[src/rtl/sequential_divider.sv]
// Iterative signed restoring divider: one shift/subtract step per clock, DW steps per operation.
// Quotient truncates toward zero, the remainder takes the dividend's sign, and fixed latency covers the error cases.
module sequential_divider #(
  parameter int DW = 16
) (
  input  logic          clk,
  input  logic          rst,
  input  logic          start,
  input  logic [DW-1:0] dividend,
  input  logic [DW-1:0] divisor,
  output logic          busy,
  output logic          ready,
  output logic [DW-1:0] quotient,
  output logic [DW-1:0] remainder,
  output logic          div_zero,
  output logic          overflow
);

  localparam int CW = $clog2(DW);
  localparam logic [DW-1:0] MIN_VAL = {1'b1, {(DW-1){1'b0}}};

  typedef enum logic [2:0] {S_IDLE, S_LOAD, S_DIVIDE, S_FIX, S_DONE} state_t;

  state_t        state_q, state_d;
  logic          start_prev_q;
  logic          armed_q;
  logic [DW-1:0] dvd_q, dvs_q;
  logic          neg_dvd_q, neg_dvs_q;
  logic [DW-1:0] mag_dvs_q;
  logic [DW-1:0] pr_q;
  logic [DW-1:0] qr_q;
  logic [CW-1:0] cnt_q;
  logic [DW-1:0] quotient_q, remainder_q;
  logic          div_zero_q, overflow_q;

  logic          start_edge;
  logic [DW:0]   shifted;
  logic [DW:0]   trial;
  logic [DW-1:0] mag_dvd, mag_dvs;
  logic [DW-1:0] quo_fix, rem_fix;
  logic          dz_fix, ov_fix;

  // armed_q keeps a start level held through reset release from counting as an edge
  assign start_edge = start && !start_prev_q && armed_q;

  always_ff @(posedge clk or negedge rst) begin
    if (!rst) state_q <= S_IDLE;
    else      state_q <= state_d;
  end

  always_comb begin
    state_d = state_q;
    case (state_q)
      S_IDLE:   if (start_edge) state_d = S_LOAD;
      S_LOAD:   state_d = S_DIVIDE;
      S_DIVIDE: if (cnt_q == CW'(DW-1)) state_d = S_FIX;
      S_FIX:    state_d = S_DONE;
      S_DONE:   state_d = S_IDLE;
      default:  state_d = S_IDLE;
    endcase
  end

  assign mag_dvd = dvd_q[DW-1] ? (~dvd_q + 1'b1) : dvd_q;
  assign mag_dvs = dvs_q[DW-1] ? (~dvs_q + 1'b1) : dvs_q;
  assign shifted = {pr_q, qr_q[DW-1]};
  assign trial   = shifted - {1'b0, mag_dvs_q};

  // Overflow needs no special case: magnitude 2^(DW-1) with equal signs wraps to MIN_VAL
  always_comb begin
    dz_fix  = (dvs_q == '0);
    ov_fix  = (dvd_q == MIN_VAL) && (dvs_q == '1);
    quo_fix = (neg_dvd_q ^ neg_dvs_q) ? (~qr_q + 1'b1) : qr_q;
    rem_fix = neg_dvd_q ? (~pr_q + 1'b1) : pr_q;
    if (dz_fix) begin
      quo_fix = '0;
      rem_fix = dvd_q;
    end
  end

  always_ff @(posedge clk or negedge rst) begin
    if (!rst) begin
      start_prev_q <= 1'b0;
      armed_q      <= 1'b0;
      dvd_q        <= '0;
      dvs_q        <= '0;
      neg_dvd_q    <= 1'b0;
      neg_dvs_q    <= 1'b0;
      mag_dvs_q    <= '0;
      pr_q         <= '0;
      qr_q         <= '0;
      cnt_q        <= '0;
      quotient_q   <= '0;
      remainder_q  <= '0;
      div_zero_q   <= 1'b0;
      overflow_q   <= 1'b0;
    end else begin
      start_prev_q <= start;
      if (!start) armed_q <= 1'b1;
      case (state_q)
        S_IDLE: begin
          if (start_edge) begin
            dvd_q <= dividend;
            dvs_q <= divisor;
          end
        end
        S_LOAD: begin
          neg_dvd_q <= dvd_q[DW-1];
          neg_dvs_q <= dvs_q[DW-1];
          qr_q      <= mag_dvd;
          mag_dvs_q <= mag_dvs;
          pr_q      <= '0;
          cnt_q     <= '0;
        end
        S_DIVIDE: begin
          // A kept partial remainder is below the divisor magnitude, so DW bits hold it
          if (!trial[DW]) begin
            pr_q <= trial[DW-1:0];
            qr_q <= {qr_q[DW-2:0], 1'b1};
          end else begin
            pr_q <= shifted[DW-1:0];
            qr_q <= {qr_q[DW-2:0], 1'b0};
          end
          cnt_q <= cnt_q + CW'(1);
        end
        S_FIX: begin
          quotient_q  <= quo_fix;
          remainder_q <= rem_fix;
          div_zero_q  <= dz_fix;
          overflow_q  <= ov_fix;
        end
        default: ;
      endcase
    end
  end

  assign busy      = (state_q == S_LOAD) || (state_q == S_DIVIDE) || (state_q == S_FIX);
  assign ready     = (state_q == S_DONE);
  assign quotient  = quotient_q;
  assign remainder = remainder_q;
  assign div_zero  = div_zero_q;
  assign overflow  = overflow_q;

endmodule

[config.mk]
export PLATFORM = sky130hd
export DESIGN_NAME = sequential_divider
export DESIGN_NICKNAME = d
export VERILOG_FILES = /design/src/rtl/sequential_divider.sv
export SDC_FILE = /design/constraint.sdc
export NUM_CORES = 1
export LEC_CHECK = 0
export BUFFER_PORTS_ARGS = -buffer_cell sky130_fd_sc_hd__buf_4
export CORE_MARGIN = 5
export CORE_UTILIZATION = 45
export DETAILED_ROUTE_END_ITERATION = 10
export GPL_TIMING_DRIVEN = 1
export PLACE_DENSITY_LB_ADDON = 0.12
export SETUP_SLACK_MARGIN = 0.4
export SLEW_MARGIN = 20
export SYNTH_ARGS = -nofsm -noshare
export SYNTH_HDL_FRONTEND = slang
export SYNTH_SLANG_ARGS = --single-unit
export TNS_END_PERCENT = 100
[constraint.sdc]
create_clock -name clk -period 3.2 [get_ports clk]
set_input_delay 0.48 -clock clk [delete_from_list [all_inputs] [get_ports clk]]
set_output_delay 0.48 -clock clk [all_outputs]
set_load 0.005 [all_outputs]
* After elaboration in Yosys (flattened, before gate mapping)
Index checks and enable logic that the tools add are counted.
Word-level totals: word-level logic and storage cells 60, output and inout bits 36, bits of input ports 35, register bits 125
Operators by class: equal/unequal tests 9, reduce and logical (&&, ||, !) cells 11, add/subtract/negate cells 6, bitwise gates (word level) 5, mux-type cells 14
Operators by type and width (number):
- $mux W16 | 7
- $add A16 B1 Y16 const B | 4
- $not A16 Y16 | 4
- $pmux W16 S2 | 2
- $eq A16 B16 Y1 const B | 2
- $sub A17 B16 Y17 | 1
- $logic_not A16 Y1 | 1
- $pmux W3 S4 | 1
- $pmux W4 S2 | 1
- $eq A3 B2 Y1 const B | 2
- $mux W3 | 2
- $add A4 B1 Y4 const B | 1
- $eq A4 B4 Y1 const B | 1
- $ne A2 B2 Y1 const B | 2
- $reduce_and A2 Y1 | 2
- $eq A3 B1 Y1 const B | 1
- $eq A3 B3 Y1 const B | 1
- $logic_and A1 B1 Y1 | 3
- $logic_not A3 Y1 | 1
- $logic_or A1 B1 Y1 | 2
- $reduce_bool A2 Y1 | 1
- $logic_not A1 Y1 | 1
- $mux W1 | 1
- $xor A1 B1 Y1 | 1

* Logic depth before layout (Yosys ltp)
depth in word-level cells 5, depth in mapped cells 11

* Worst setup path before layout
OpenSTA, ideal clock, no wires.
kind register to register, start register dvs_q[7], end register remainder_q[5] (netlist: remainder[5]), cell stages (with the launch flop) 9, clock period less this slack 2564 ps, library setup time 129 ps, path slack 636 ps, data arrival time 2435 ps, cells stage by stage dfrtp_1 -> or4_4 -> or4_4 -> or2_4 -> or3_1 -> buf_6 -> buf_6 -> o21ai_0 -> o21ai_1
On the way: word-level cells in the longest chain between the ends 2
RTL lines:
- from (decl) | RTL line 27 | logic [DW-1:0] dvd_q, dvs_q;
- from (signal assigned) | RTL line 103 | dvs_q <= divisor;
- $logic_not A16 Y1 | RTL line 70 | dz_fix = (dvs_q == '0);
- $mux W16 | RTL line 74 | if (dz_fix) begin
- to (signal assigned) | RTL line 127 | remainder_q <= rem_fix;
- to (decl) | RTL line 33 | logic [DW-1:0] quotient_q, remainder_q;
No other way between the ends. A chain may end at the register's enable or synchronous reset.

* Worst setup path after layout
start register dvs_q[7], end register quotient_q[9] (netlist: quotient[9])
On the way: word-level cells in the longest chain between the ends 2
RTL lines:
- $logic_not A16 Y1 | RTL line 70
- $mux W16 | RTL line 74
- to (signal assigned) | RTL line 126 | quotient_q <= quo_fix;
- to (decl) | RTL line 33
No other way between the ends.

==> flow_summary.toml <==
[finish]
area_growth_pct = 20.0
fillers = 1432
final_core_util_pct = 55.2
layout_commonest_cell = "dfrtp_1"
n_antenna_cell = 0
drive_above_1_share_pct = 19.9
final_nets = 868
layout_common_cells = "dfrtp_1, nand2_1, buf_4"
layout.cells.non_filler = 1034

[pwr]
power.share.clock_pct = 19.2
seq_power_share_pct = 31.3
p_int_mw = 5.87
power.share.combinational_pct = 49.5
cellPowerDensity_nw_per_um2 = 1220
power_leakage_nw = 3.84
swShare_pct = 43.0
switching_power_mw = 4.43
peakVddDrop_mv = 0.552

[cts]
cts_sinks = 125
clk_pin_slew_ps = 60
hold_buffers = 0
clk_latency_ps = 430
cts_made_buffers = 17
clock_path_buffers = 2
cts_tree = "done"
cts_root_buf = "clkbuf_16"
htreeDepth = 4

[timing]
rsz0062_at_grt = "yes"
setup_ws_ps = 509
setup_tns_ps = 0
finalCriticalPeriod_ps = 2690
drv_slew = 0
relSlewSlack_pct = 37.3
worst_pin_slew_ps = 941
setup_viol = 0
period_share_pct = 84.1
fin_skew_ps = 9.01
clock.fmax_mhz = 372
hold_viol_final = 0

[setup_path]
arrival_ps = 2980
crit_path_cell_trace = "or4_4 > or4_4 > or2_4 > or3_4 > buf_12 > nand2_1 > o21ai_0"
r2r-start = "dvs_q[7]$_DFFE_PN0P_"
r2r-end = "quotient[9]$_DFFE_PN0P_"
required_ps = 3490
ff2ff_setup_slack_ps = 510
crit_fanout = 27
startpoint_type = "flop"
reg2reg_depth = 7
worst-setup-path-type = "reg2reg"
crit_top_cell = "or4_4"
cp_slowest_cell = "or4_4"
worstSetupEndpointType = "flop"
crit_path_max_incr_delay_ps = 560

[synth]
yosys_register_bits = 125
synth_area_sq_um = 7050
ys_warn_count = 0
syn_nets = 801
postSynthAreaPerCell_sq_um = 9.49
synth-seq-area-share_pct = 44.4
synth_ff_type = "dfrtp_1"
synth_edf_count = 0
synth_cell_types = 56
synth_cells = 743
async_reset_ff_share_pct = 100

[detailed_routing]
drt-initial-drc-count = 389
wirelength_mm = 18.4
met3RoutedLength_mm = 1.04
post_drt_wl_per_cell_um = 17.8
met1_length_mm = 8.94
viasPerCell = 5.53
ant_nets = 0
top_layer = "met4"
num_vias = 5718
firstDrtPassIters = 5
drcViolationCount = 0
wl_met2_mm = 8.10

[die]
die_y_um = 135
ioPinCount = 71
rows = 45
initial_core_util_pct = 46.0
dieWidth_um = 135
core_area_sq_um = 15300
die-area_sq_um = 18300

[placed_design]
dpl.hpwl_mm = 13.6
place_ws_ps = 441
placed_cells = 1000
numPortBuffers = 70
gp_congestion = 0.854

[grt]
grt_first_pass_wirelength_mm = 29.9
grt_use_total_pct = 20.7
antenna_found_initial = 0
grt_max_degree = 72
grt_pass1_vias = 5528
gr-total-overflow = 0

[job]
max-cap-violations = 0

[outcome]
status = "completed"

[min_path]
min_path_type = "in2async"
## logic make-up (layout without fill, tap and decap cells)
kind of cell	after synthesis	in the layout	share of synthesized area (%)
flip-flops	125	125	44.4
AO/OA/AOI/OAI	198	198	17.2
buffers and inverters	65	145	3.96
adder cells (fa/ha/maj)	23	23	4.19
XOR/XNOR	67	67	8.32
multiplexers	48	48	7.38
AND/OR/NAND/NOR	217	217	14.5
## worst max-delay path, delay by kind of cell (launching register included)
| kind | cells | cell delay, ps |
|---|---|---|
| compound gates | 1 | 140 |
| buf+inv | 1 | 170 |
| flops | 1 | 440 |
| simple gates | 5 | 1800 |
## metal layers
metal  track usage [%]  up-vias
li1                  -     2778
met1              31.0     2755
met2              29.8      158
met3              4.09       27
met4              7.33        0
met5                 0        -
## what timing repair did
item,4_1_cts,5_1_grt
setup buffers,0,2
resized for setup,0,11
endpoints found under the setup margin,0,45
## registers in the layout, indices dropped and copies added, names as in the netlist
register and flops:
dvd_q 16, overflow 1, remainder 16, cnt_q 4, neg_dvs_q 1, neg_dvd_q 1
state_q 3, quotient 16, pr_q 16, dvs_q 16, qr_q 16, mag_dvs_q 16
armed_q 1, start_prev_q 1, div_zero 1
## cell type report
class	instances	area, sq um	share of cell area [%]
clock buffer	18	439	5.19
timing repair buffer	86	683	8.07
multi-input combinational	553	3680	43.4
clock inverter	14	166	1.97
inverter	27	101	1.20
sequential	125	3130	37.0
tap	211	264	3.12
## power groups by stage
stage          registers (mW)  logic, mW  clock network, mW
3_5_place_dp             3.22       5.03                  0
3_3_place_gp             3.18       4.92                  0
4_1_cts                  3.20       5.05               2.02
5_1_grt                  3.32       5.65               2.07
2_1_floorplan            2.86       3.66                  0
6_report                 3.22       5.10               1.98
## how the worst max path moves through the flow
stage                                    start                  endpoint  slack (ps)  depth (start not counted)
after detailed placement  dvs_q[7]$_DFFE_PN0P_  remainder[1]$_DFFE_PN0P_         440                          8
final                     dvs_q[7]$_DFFE_PN0P_   quotient[9]$_DFFE_PN0P_         510                          7
after CTS                 dvs_q[7]$_DFFE_PN0P_  remainder[1]$_DFFE_PN0P_         430                          8
after global routing       pr_q[0]$_DFFE_PN0N_       pr_q[8]$_DFFE_PN0N_         360                         10
after floorplan           dvs_q[7]$_DFFE_PN0P_  remainder[5]$_DFFE_PN0P_         640                          8
after global placement    dvs_q[7]$_DFFE_PN0P_  remainder[1]$_DFFE_PN0P_         460                          8
## Yosys cell counts, types with 2 or more instances
master / number / area (sq um)
o21ai_0: 81 / 405
buf_1: 4 / 15.0
o21ai_1: 16 / 80.1
a21o_1: 5 / 37.5
nand4_1: 7 / 43.8
nor3_1: 9 / 45.0
o21a_1: 3 / 22.5
nor2_1: 30 / 113
and2_1: 2 / 12.5
clkbuf_1: 27 / 101
nand3_1: 6 / 30.0
or3_1: 9 / 56.3
nor2b_1: 7 / 43.8
xnor2_1: 19 / 166
nand3b_1: 5 / 37.5
o221ai_1: 2 / 17.5
nand2_1: 111 / 417
or4_1: 4 / 30.0
dfrtp_1: 125 / 3130
o31ai_1: 23 / 173
o211ai_1: 4 / 30.0
xor2_1: 48 / 420
or4_4: 2 / 22.5
mux2_2: 32 / 360
a22oi_1: 13 / 97.6
ha_1: 22 / 275
buf_6: 2 / 22.5
a22o_1: 3 / 26.3
nand2b_1: 10 / 62.6
buf_2: 3 / 15.0
nor4_1: 8 / 50.1
a2bb2oi_1: 4 / 35.0
o41ai_1: 6 / 52.6
o311ai_0: 2 / 17.5
o2111ai_1: 2 / 17.5
a21oi_1: 24 / 120
inv_1: 27 / 101
a211oi_1: 3 / 22.5
mux2i_1: 16 / 160
## metrics by stage
stage	hold slack [ps]	area [sq um]	total power [mW]
2_1_floorplan	184	7050	6.52
3_3_place_gp	449	7800	8.09
3_5_place_dp	468	7800	8.25
4_1_cts	146	8410	10.3
5_1_grt	181	8460	11.0
6_report	113	8460	10.3
Note: power is estimated with default switching activity, not from simulation.
